--- src/rtl/argmax_seq_ctrl.sv ---
// argmax_seq_ctrl
// Sequential arg-max back-end for the FNN output layer. Scores arrive one per
// beat over a valid/ready stream (class index = beat number). The running
// maximum and its index are tracked. After N_CLASSES beats the winner is
// presented with a valid/ack handshake.
//
// Ports:
//   clk, rst_n      clock (rising edge), asynchronous active-low reset
//   start           begin a frame (in IDLE, or in DONE together with result_ack)
//   abort           cancel the frame in progress (COLLECT only)
//   in_valid        score beat valid
//   in_data         score for the current class index
//   in_ready        high exactly while collecting
//   result_valid    winner available (DONE)
//   result_idx      winning class index
//   result_max      winning score
//   result_ack      consumer takes the result
//   busy            high while collecting or holding a result
module argmax_seq_ctrl #(
    parameter int unsigned N_CLASSES  = 10,
    parameter int unsigned DATA_WIDTH = 8,
    parameter int unsigned IDX_WIDTH  = 4,
    parameter bit          SIGNED     = 1'b0
) (
    input  logic                  clk,
    input  logic                  rst_n,
    input  logic                  start,
    input  logic                  abort,
    input  logic                  in_valid,
    input  logic [DATA_WIDTH-1:0] in_data,
    output logic                  in_ready,
    output logic                  result_valid,
    output logic [IDX_WIDTH-1:0]  result_idx,
    output logic [DATA_WIDTH-1:0] result_max,
    input  logic                  result_ack,
    output logic                  busy
);

    typedef enum logic [1:0] {StIdle, StCollect, StDone} state_e;

    state_e                state_q;
    logic [IDX_WIDTH-1:0]  count_q;
    logic [IDX_WIDTH-1:0]  best_idx_q;
    logic [DATA_WIDTH-1:0] best_q;
    logic                  in_ready_q;
    logic                  result_valid_q;
    logic [IDX_WIDTH-1:0]  result_idx_q;
    logic [DATA_WIDTH-1:0] result_max_q;
    logic                  busy_q;

    logic                  xfer;
    logic                  last_beat;
    logic                  greater;
    logic                  take;
    logic [DATA_WIDTH-1:0] best_nxt;
    logic [IDX_WIDTH-1:0]  best_idx_nxt;

    assign xfer      = in_valid & in_ready_q;
    assign last_beat = (count_q == IDX_WIDTH'(N_CLASSES - 1));

    always_comb begin
        if (SIGNED) begin
            greater = $signed(in_data) > $signed(best_q);
        end else begin
            greater = in_data > best_q;
        end
        // First beat loads unconditionally; later beats need a strict win so
        // ties keep the lowest index.
        take         = (count_q == '0) || greater;
        best_nxt     = take ? in_data : best_q;
        best_idx_nxt = take ? count_q : best_idx_q;
    end

    always_ff @(posedge clk or negedge rst_n) begin
        if (!rst_n) begin
            state_q        <= StIdle;
            count_q        <= '0;
            best_q         <= '0;
            best_idx_q     <= '0;
            in_ready_q     <= 1'b0;
            result_valid_q <= 1'b0;
            result_idx_q   <= '0;
            result_max_q   <= '0;
            busy_q         <= 1'b0;
        end else begin
            unique case (state_q)
                StIdle: begin
                    if (start && !abort) begin
                        state_q    <= StCollect;
                        count_q    <= '0;
                        in_ready_q <= 1'b1;
                        busy_q     <= 1'b1;
                    end
                end
                StCollect: begin
                    if (abort) begin
                        // A beat arriving with abort is dropped along with the frame.
                        state_q    <= StIdle;
                        count_q    <= '0;
                        in_ready_q <= 1'b0;
                        busy_q     <= 1'b0;
                    end else if (xfer) begin
                        best_q     <= best_nxt;
                        best_idx_q <= best_idx_nxt;
                        if (last_beat) begin
                            state_q        <= StDone;
                            count_q        <= '0;
                            in_ready_q     <= 1'b0;
                            result_valid_q <= 1'b1;
                            result_idx_q   <= best_idx_nxt;
                            result_max_q   <= best_nxt;
                        end else begin
                            count_q <= count_q + IDX_WIDTH'(1);
                        end
                    end
                end
                StDone: begin
                    if (result_ack) begin
                        result_valid_q <= 1'b0;
                        if (start) begin
                            state_q    <= StCollect;
                            count_q    <= '0;
                            in_ready_q <= 1'b1;
                        end else begin
                            state_q <= StIdle;
                            busy_q  <= 1'b0;
                        end
                    end
                end
                default: begin
                    state_q        <= StIdle;
                    count_q        <= '0;
                    in_ready_q     <= 1'b0;
                    result_valid_q <= 1'b0;
                    busy_q         <= 1'b0;
                end
            endcase
        end
    end

    assign in_ready     = in_ready_q;
    assign result_valid = result_valid_q;
    assign result_idx   = result_idx_q;
    assign result_max   = result_max_q;
    assign busy         = busy_q;

endmodule

--- config.mk ---
export PLATFORM = sky130hd
export DESIGN_NAME = argmax_seq_ctrl
export DESIGN_NICKNAME = d
export VERILOG_FILES = /design/src/rtl/argmax_seq_ctrl.sv
export SDC_FILE = /design/constraint.sdc
export NUM_CORES = 1
export LEC_CHECK = 0
export BUFFER_PORTS_ARGS = -buffer_cell sky130_fd_sc_hd__buf_2
export CORE_MARGIN = 2
export CORE_UTILIZATION = 50
export DETAILED_ROUTE_END_ITERATION = 6
export PLACE_DENSITY_LB_ADDON = 0.25
export SYNTH_ARGS = -nofsm -noshare
export SYNTH_HDL_FRONTEND = slang
export SYNTH_SLANG_ARGS = --single-unit
--- constraint.sdc ---
create_clock -name clk -period 1.9 [get_ports clk]
set_input_delay 0.285 -clock clk [delete_from_list [all_inputs] [get_ports clk]]
set_output_delay 0.285 -clock clk [all_outputs]
set_load 0.005 [all_outputs]
=== Word-level counts from Yosys, hierarchy flattened ===
Cells that the tools add are included.
Widths: inputs -> output; s select.

* Register bits after elaboration: 33
* Latch bits: 0
* Bits in writable memories: 0
* Memory bits (read-only): 0
* Input bits: 14
* Output and inout bits: 15
* Word-level logic and storage cells: 71
* Memories kept: 0

* Add/sub/neg operators: 1
* Multipliers: 0
* Divide/modulo/power cells: 0
* Magnitude comparators: 1
* Equal/unequal tests: 13
* Shift operators: 0
* Mux-type cells: 32
* Bitwise logic cells: 3
* Reduce and logical (&&, ||, !) cells: 12

{| class="wikitable"
|+ Operators with widths
! operator !! count
|-
| $mux 4 || 7
|-
| $ne 2x2->1 const B || 8
|-
| $reduce_and 4->1 || 4
|-
| $mux 1 || 14
|-
| $pmux 4 s3 || 1
|-
| $mux 2 || 5
|-
| $reduce_and 5->1 || 2
|-
| $pmux 1 s3 || 3
|-
| $gt 8x8->1 || 1
|-
| $mux 8 || 1
|-
| $ne 3x3->1 const B || 2
|-
| $pmux 2 s3 || 1
|-
| $add 4x1->4 const B || 1
|-
| $eq 4x4->1 const B || 1
|-
| $logic_not 4->1 || 1
|-
| $reduce_and 3->1 || 1
|-
| $eq 2x1->1 const B || 1
|-
| $eq 2x2->1 const B || 1
|-
| $logic_not 2->1 || 1
|-
| $not 1->1 || 2
|-
| $and 1x1->1 || 1
|-
| $logic_and 1x1->1 || 1
|-
| $logic_not 1->1 || 1
|-
| $logic_or 1x1->1 || 1
|}

=== Longest topological paths before layout ===
Gate-level depths: netlist (run 1).

* Word-level depth: 5
* Gate-level depth with buffers: 8

=== Worst setup path after synthesis (run 1) ===
No wires, ideal clock.

* Path type: register to register
* From: register best_q[7]
* To: register best_idx_q[0]
* Data arrival time: 1.763 ns
* Data required time: 1.775 ns
* Slack: 0.012 ns
* Cell stages (with the launch flop): 9
* Period minus slack after synthesis: 1.888 ns
* Cell sequence: dfrtp_1 inv_1 ha_1 nand4_2 nor2_4 a211oi_2 o21ai_2 buf_6 mux2_4

* Longest elaborated chain between the ends: 3

{| class="wikitable"
|+ RTL lines
! item !! RTL line !! text
|-
| from (decl) || 44 || <nowiki>logic [DATA_WIDTH-1:0] best_q;</nowiki>
|-
| from (signal assigned) || 103 || <nowiki>best_q <= best_nxt;</nowiki>
|-
| $gt 8x8->1 || 65 || <nowiki>greater = in_data > best_q;</nowiki>
|-
| $logic_or 1x1->1 || 69 || <nowiki>take = (count_q == '0) || greater;</nowiki>
|-
| $mux 4 || 71 || <nowiki>best_idx_nxt = take ? count_q : best_idx_q;</nowiki>
|-
| to (signal assigned) || 104 || <nowiki>best_idx_q <= best_idx_nxt;</nowiki>
|-
| to (decl) || 43 || <nowiki>logic [IDX_WIDTH-1:0] best_idx_q;</nowiki>
|}

Every way passes these cells.
A chain may end at the register's enable or synchronous reset.

=== Worst setup path in the final report (run 1) ===
* From: register best_q[1]
* To: register best_q[7]

* Longest elaborated chain between the ends: 3

{| class="wikitable"
|+ RTL lines
! item !! RTL line !! text
|-
| $gt 8x8->1 || 65 ||
|-
| $logic_or 1x1->1 || 69 ||
|-
| $mux 8 || 70 || <nowiki>best_nxt = take ? in_data : best_q;</nowiki>
|}

Every way passes these cells.

==> metrics.yaml, run 1 <==
crit_fanout: 5
cp-start-kind: "register"
cp_data_arrival_time_ps: 2140
irDropWorstVdd_v: 0.000517
reg2regPathDepth: 8
finalCriticalPeriod_ps: 1970
status: "finished, violations left"
synth-edff-count: 0
wl_mm: 4.51
slew_violations: 0
hold_class: "in2async"
grt_overflow: 0
leakage_nw: 1.22
multi_input_area_mm2: 0.00105
gp_congestion: 0.793
synth_common_cells: "dfrtp_1, nor2_1, o21ai_0, inv_1"
synth-seq-cells: 33
die_area_mm2: 0.00422
whs_ps: 52.6
critPathBufInv: 2
io_pins: 29
ys_types: 40
cp.required_ps: 2070
clock_latency_ps: 290
die_h_um: 64.9
coreArea_mm2: 0.00361
antennaDiodeCount: 0
clk_pin_slew_ps: 80
fin_tns_setup_ps: -573
yosysMostFrequentCell: "dfrtp_1"
antenna_found_initial: 0
worst_slew_pin_slew_ps: 740
cts.sinks: 33
stdcell_count: 292
numPortBuffers: 28
rows: 22
grt_setup_unrepaired: "yes"
vias_per_cell: 5.45
wl_per_cell_um: 15.5
avgSynthCellArea_um2: 10.1
dp_hpwl_mm: 2.93
cts_tree: "built"
synth_warnings: 0
finalHoldViolCount: 0
postRouteAntennaNets: 0
path_depth: 8
cts_made_buffers: 5
ff_latch_area_um2: 826
violations: "setup timing"
setup_slack_ps: -71.1
synth_compound_gate_area_share_pct: 19.1
die_w_um: 64.9
grt_max_degree: 34
synth_top_family_by_area: "compound AO/OA/AOI/OAI gates"
min_period_over_period_pct: 104
ys_top_cells_by_area: "dfrtp_1, ha_1, mux2_4"
yosys.area.top_type: "dfrtp_1"
seq_area_frac_synth_pct: 44.5
area_growth_pct: 35.3
crit_path_end_kind: "register"
worstSetupPathType: "reg2reg"
clockRootBuffer: "clkbuf_8"
track_usage_pct: 22.4
synthAdderAreaFrac_pct: 7.41
drt-initial-drc-count: 92
grt_pass1_vias: 1629
synthesis.nets: 209
synth_mux_area_share_pct: 7.68
ys_dominant_reg_cell: "dfrtp_1"
clockBufferDepth: 2
max_freq_ghz: 0.507
cp_cell_sequence: "inv_2 -> ha_4 -> and2b_1 -> o211ai_2 -> a211oi_2 -> o21ai_2 -> buf_6 -> mux2_4"
cpPeakStageDelay_ps: 390
path_delay_family: "compound AO/OA/AOI/OAI gates"
initial_core_util_pct: 51.5
drv_cap: 0
synth_simple_gate_area_share_pct: 14.1
yosysTopAreaCellShare_pct: 44.5
cp_slowest_cell: "dfrtp_1"
placed_cells: 275
fin_worst_skew_ps: 11.8
p_per_area_mw_per_mm2: 1150
relSlewSlack_pct: 50.7
setup-violations-final: 15
drt_pass1_iterations: 4
vias: 1590
final_nets: 268
htreeDepth: 2
async_flop_share_pct: 100
drc_errors: 0
synth_cells: 184
drive_gt1_share_pct: 42.2
fillers: 271
grt_first_pass_wirelength_mm: 7.18
synth_xor_area_share_pct: 1.42
syn_area_mm2: 0.00186
==> kinds of logic after synthesis <==
logic type	count (synthesis)
buffers and inverters	23
adders and majority gates	11
muxes	10
DFF	33
xor gates and xnor gates	3
and+or+nand+nor	49
AOI/OAI and AO/OA	55
==> stage by stage <==
stage	util, %	power (mW)	area, um^2	worst slack [ps]
CTS	66.9	2.65	2410	-66.1
floorplan	-	1.47	1860	11.5
global placement	60.4	1.75	2180	-10.5
finish	69.7	2.88	2510	-71.1
global route	69.7	3.04	2510	-133
detailed placement	60.4	1.79	2180	-92.6
==> flip-flops by register name, indices dropped and copies added (netlist names), 2 cells and up <==
| register | cells |
|---|---|
| count_q | 4 |
| result_max | 8 |
| best_q | 8 |
| result_idx | 4 |
| best_idx_q | 4 |
| state_q | 2 |
==> final timing paths <==
path | to | from | slack, ps
min in group clk | best_q[0]$_DFFE_PN0P_ | in_data[0] | 260
max | best_q[7]$_DFFE_PN0P_ | best_q[1]$_DFFE_PN0P_ | -70
min reg2reg | result_valid$_DFFE_PN0P_ | result_valid$_DFFE_PN0P_ | 470
max reg2reg | best_q[7]$_DFFE_PN0P_ | best_q[1]$_DFFE_PN0P_ | -70
max in group asynchronous | count_q[3]$_DFFE_PN0P_ | rst_n | 1370
min | best_q[3]$_DFFE_PN0P_ | rst_n | 50
==> layout by cell type, fill, tap and decap left out, drive strengths merged, types with 2 or more instances in the layout <==
cell    netlist  final
nor3          2      2
clkbuf        0      7
o21ai        22     22
nand2         5      5
dfrtp        33     33
inv          15     15
a32o          2      2
xor2          2      2
buf           8     60
ha           11     11
mux2         10     10
o21a          2      2
a31oi        10     10
nand3        11     11
nand4         3      3
nand2b        3      3
a21o          2      2
nor2         20     20
a21oi         7      7
and2b         2      2
o211ai        4      4
==> timing repair <==
item                       CTS  global route
buffers inserted             5             6
gates resized for setup     12            14
hold buffers                 0             0
pin swaps                    6            16
setup endpoints to repair   10            24
==> power breakdown <==
part,internal [mW],switching [mW]
combinational,0.685,0.596
sequential,0.818,0.0954
clock,0.428,0.262
total,1.93,0.954
==> metal layers <==
layer / up-vias / track usage, % / wire (um)
met5: - / 0 / 0
met4: 0 / 7.18 / 77
met3: 7 / 5.38 / 148
met2: 34 / 39.0 / 2300
met1: 775 / 27.3 / 1980
li1: 774 / - / -
==> area by class of cell <==
cell class,instances,share of cell area [%]
Timing Repair Buffer,60,16.0
Inverter,15,2.24
Clock buffer,7,3.44
Sequential cell,33,32.9
Tap cell,48,2.39
Multi-Input combinational cell,128,41.8
Clock inverter,1,1.20
No activity file was read; power rests on OpenSTA's default activity.
==> run 2: changes to the inputs <==
- ABC_AREA: default -> 1
- CAP_MARGIN: default -> 25
- CORE_UTILIZATION: 50 -> 51
==> metrics.yaml, run 2 <==
status: "completed"
fin_tns_setup_ps: 0
initial_core_util_pct: 52.4
cts.sinks: 33
worst_slew_pin_slew_ps: 746
synth_common_cells: "nand2_1, nand3_1, dfrtp_1, inv_1, ha_1"
power_frac_comb_pct: 44.2
cp_data_arrival_time_ps: 1910
critPathBufInv: 2
avgSynthCellArea_um2: 7.78
io_pins: 29
final_nets: 306
leakage_nw: 1.31
area_growth_pct: 16.2
async_flop_share_pct: 100
switching_share_pct: 41.8
yosys.area.top_type: "dfrtp_1"
wl_mm: 3.98
dp_hpwl_mm: 2.83
p_sw_mw: 1.10
cpPeakStageDelay_ps: 350
antenna_found_initial: 0
relSlewSlack_pct: 50.3
hold_class: "in2async"
clk_pin_slew_ps: 70
rows: 22
slew_violations: 0
cts_made_buffers: 5
htreeDepth: 2
antennaDiodeCount: 0
gp_congestion: 0.807
yosysTopAreaCellShare_pct: 43.3
stdcell_count: 330
clockRootBuffer: "clkbuf_8"
path_delay_family: "simple AND/OR/NAND/NOR gates"
clock_latency_ps: 290
ys_top_cells_by_area: "dfrtp_1, nand2_1, nand3_1"
synth-seq-cells: 33
grt_pass1_vias: 1676
crit_fanout: 8
drt_pass1_iterations: 4
placed_cells: 321
drt-initial-drc-count: 105
pre_cts_ws_ps: 130
clockBufferDepth: 2
finalCriticalPeriod_ps: 1730
whs_ps: 58.5
yosysMostFrequentCell: "nand2_1"
vias: 1648
internal-power_mw: 1.52
irDropWorstVdd_v: 0.000585
ys_dominant_reg_cell: "dfrtp_1"
die_h_um: 65.1
finalHoldViolCount: 0
die_w_um: 65.1
clkPwrFrac_pct: 19.2
synth-edff-count: 0
p_per_area_mw_per_mm2: 1180
ys_types: 29
cp_cell_sequence: "inv_1 -> ha_1 -> a21oi_2 -> nor2_1 -> nor2_1 -> nand2_2 -> nand2_2 -> buf_6 -> nand3_1 -> nand3_1 -> nand2_1"
postRouteAntennaNets: 0
final_cell_mix: "nand2_1, nand3_1, dfrtp_1"
synthesis.nets: 270
cp.required_ps: 2070
coreArea_mm2: 0.00363
cp-start-kind: "register"
power_frac_seq_pct: 36.5
grt_overflow: 0
drv_cap: 0
drive_gt1_share_pct: 21.3
seq_area_frac_synth_pct: 43.3
cts_tree: "built"
grt_max_degree: 34
cp_slowest_cell: "dfrtp_1"
setup-violations-final: 0
vias_per_cell: 4.99
track_usage_pct: 22.4
syn_area_mm2: 0.00191
layout_commonest_cell: "nand2_1"
setup_slack_ps: 165
die_area_mm2: 0.00424
worstSetupPathType: "reg2reg"
fin_worst_skew_ps: 5.90
crit_path_end_kind: "register"
max_freq_ghz: 0.576
finalPower_mw: 2.62
wl_per_cell_um: 12.0
synth_warnings: 0
grt_first_pass_wirelength_mm: 7.24
numPortBuffers: 28
synth_cells: 245
min_period_over_period_pct: 91.3
drc_errors: 0
run 2: logic make-up after synthesis:
| kind of cell | after synthesis | synth area share (%) |
|---|---|---|
| AO/OA/AOI/OAI | 13 | 3.81 |
| adder cells (fa/ha/maj) | 11 | 7.22 |
| flip-flops | 33 | 43.3 |
| AND/OR/NAND/NOR | 146 | 36.1 |
| buffers and inverters | 42 | 9.52 |
run 2: layer usage:
metal | up-vias | routed length, um | track usage [%]
li1 | 846 | - | -
met1 | 764 | 1810 | 28.3
met2 | 27 | 1910 | 36.1
met3 | 11 | 132 | 5.14
met4 | 0 | 118 | 11.5
met5 | - | 0 | 0
run 2: path summary, 6_finish.rpt:
| check | cells past startpoint | startpoint | end | slack, ps |
|---|---|---|---|---|
| max | 11 | best_q[5]$_DFFE_PN0P_ | result_max[0]$_DFFE_PN0P_ | 170 |
| min | 1 | rst_n | result_max[2]$_DFFE_PN0P_ | 60 |
| max reg2reg | 11 | best_q[5]$_DFFE_PN0P_ | result_max[0]$_DFFE_PN0P_ | 170 |
| min reg2reg | 2 | result_max[3]$_DFFE_PN0P_ | result_max[3]$_DFFE_PN0P_ | 480 |
| max in group asynchronous | 1 | rst_n | count_q[3]$_DFFE_PN0P_ | 1360 |
| min in group clk | 3 | result_ack | state_q[1]$_DFFE_PN0P_ | 330 |
run 2: cell type report:
cell class	count	area, um^2
clock buffer	8	80.1
fill	352	1420
inverter	36	138
multi-input combinational	170	915
sequential	33	826
tap	48	60.1
timing repair buffer	35	196
run 2: metrics by stage:
stage	util, %	cell area [um^2]
2_1_floorplan	-	1910
3_3_place_gp	58.0	2110
3_5_place_dp	58.0	2110
4_1_cts	60.2	2190
5_1_grt	61.0	2210
6_report	61.0	2210
run 2: repair_timing:
action | 4_1_cts | 5_1_grt
hold buffers | 0 | 0
resized for setup | 0 | 6
setup endpoints to repair | 0 | 24
setup buffers | 0 | 1
endpoints found under the hold margin | 0 | 0
run 2: power groups by stage:
stage	Sequential, mW	Combinational [mW]	Clock (mW)
global placement	0.963	1.08	0
floorplan	0.949	0.807	0
detailed placement	0.967	1.10	0
global route	0.977	1.35	0.560
CTS	0.954	1.11	0.523
finish	0.956	1.16	0.504
==> run 3: changes to the inputs <==
- REMOVE_ABC_BUFFERS: default -> 1
- SLEW_MARGIN: default -> 20
==> metrics.yaml, run 3 (synthesis gave the netlist of run 2 again) <==
drt-initial-drc-count: 107
vias_per_cell: 4.92
path_delay_family: "simple AND/OR/NAND/NOR gates"
clk_pin_slew_ps: 70
crit_path_end_kind: "register"
cp_slowest_cell: "dfrtp_1"
finalPower_mw: 2.71
die_w_um: 65.1
area_growth_pct: 17.2
irDropWorstVdd_v: 0.000577
fillers: 367
max_freq_ghz: 0.552
setup-violations-final: 0
switching_share_pct: 40.7
internal-power_mw: 1.61
initial_core_util_pct: 52.4
drc_errors: 0
ff_latch_area_um2: 826
vias: 1628
grt_pass1_vias: 1575
critPathBufInv: 2
grt_max_degree: 34
grt_overflow: 0
clkPwrFrac_pct: 21.9
pre_cts_ws_ps: 86.3
finalCriticalPeriod_ps: 1810
drt_pass1_iterations: 4
relSlewSlack_pct: 51.1
status: "completed"
worst_slew_pin_slew_ps: 734
antennaDiodeCount: 0
wl_per_cell_um: 11.8
track_usage_pct: 21.1
cp-start-kind: "register"
setup_slack_ps: 87.8
power_frac_comb_pct: 42.8
min_period_over_period_pct: 95.4
multi_input_area_um2: 908
grt_first_pass_wirelength_mm: 6.83
rows: 22
numPortBuffers: 28
coreArea_mm2: 0.00363
postRouteAntennaNets: 0
hold_class: "in2async"
final_cell_mix: "nand2_1, nand3_1, dfrtp_1"
crit_fanout: 5
clockBufferDepth: 2
cpPeakStageDelay_ps: 360
fin_worst_skew_ps: 5.13
wl_mm: 3.89
gp_congestion: 0.817
die_h_um: 65.1
power_frac_seq_pct: 35.3
drv_cap: 0
leakage_nw: 1.33
drive_gt1_share_pct: 21.9
finalHoldViolCount: 0
io_pins: 29
p_sw_mw: 1.10
die_area_mm2: 0.00424
htreeDepth: 2
worstSetupPathType: "reg2reg"
final_nets: 307
cp_data_arrival_time_ps: 1990
cp.required_ps: 2080
cp_cell_sequence: "inv_1 -> ha_1 -> nand2_1 -> nor2_2 -> nand4_1 -> nand2_2 -> buf_4 -> nand3_1 -> nand3_1 -> nand2_1"
cts_tree: "built"
clock_latency_ps: 290
clockRootBuffer: "clkbuf_8"
slew_violations: 0
p_per_area_mw_per_mm2: 1210
cts_made_buffers: 5
layout_commonest_cell: "nand2_1"
cts.sinks: 33
antenna_found_initial: 0
dp_hpwl_mm: 2.78
[run 3: changes by cell type in the layout (fill, tap and decap cells not counted)]
cell	previous run	this run
nand2_2	3	2
buf_4	6	8
a21oi_1	1	2
clkbuf_1	3	0
a21oi_2	1	0
clkbuf_8	5	7
buf_6	1	0
nand2_1	81	82
clkinv_2	0	1
[run 3: metal layers]
metal	global-route usage [%]	part of all wire (%)
met1	27.2	48
met2	34.3	47
met3	5.82	3.6
met4	7.55	1.5
met5	0	0
[run 3: path summary, 6_finish.rpt]
kind / startpoint / endpoint / slack (ps) / depth (start not counted)
worst min-delay path: rst_n / best_q[4]$_DFFE_PN0P_ / 50 / 1
worst min register to register: result_max[5]$_DFFE_PN0P_ / result_max[5]$_DFFE_PN0P_ / 480 / 2
max in group asynchronous: rst_n / result_idx[2]$_DFFE_PN0P_ / 1380 / 1
worst max-delay path: best_q[7]$_DFFE_PN0P_ / result_idx[0]$_DFFE_PN0P_ / 90 / 10
min in group clk: result_ack / state_q[1]$_DFFE_PN0P_ / 320 / 3
worst max register to register: best_q[7]$_DFFE_PN0P_ / result_idx[0]$_DFFE_PN0P_ / 90 / 10
[run 3: power groups by stage]
| stage | logic [mW] | clock network (mW) | registers (mW) |
|---|---|---|---|
| 3_3_place_gp | 1.09 | 0 | 0.966 |
| 2_1_floorplan | 0.774 | 0 | 0.949 |
| 6_report | 1.16 | 0.594 | 0.957 |
| 3_5_place_dp | 1.10 | 0 | 0.971 |
| 5_1_grt | 1.32 | 0.631 | 0.980 |
| 4_1_cts | 1.11 | 0.607 | 0.958 |
[run 3: stage by stage]
stage	TNS, ps	area (um^2)	std cells	hold slack (ps)	utilization (%)
finish	0	2230	331	52.7	61.5
floorplan	0	1860	239	-10.6	-
global route	-44.7	2230	331	121	61.5
global placement	0	2110	321	396	58.0
detailed placement	0	2110	321	394	58.0
CTS	0	2210	329	78.6	60.8
[run 3: final cells by class]
type                    instances  area share, %
multi-input cells             170           40.7
flip-flops and latches         33           37.0
repair buffers                 36           8.96
inverters                      36           6.16
clock buffers                   7           4.31
well taps                      48           2.69
clock inverters                 1          0.224
[run 3: timing repair]
| action | 4_1_cts | 5_1_grt |
|---|---|---|
| hold buffers | 0 | 0 |
| setup endpoints to repair | 0 | 20 |
| gates resized for setup | 0 | 3 |
| setup buffers | 0 | 2 |
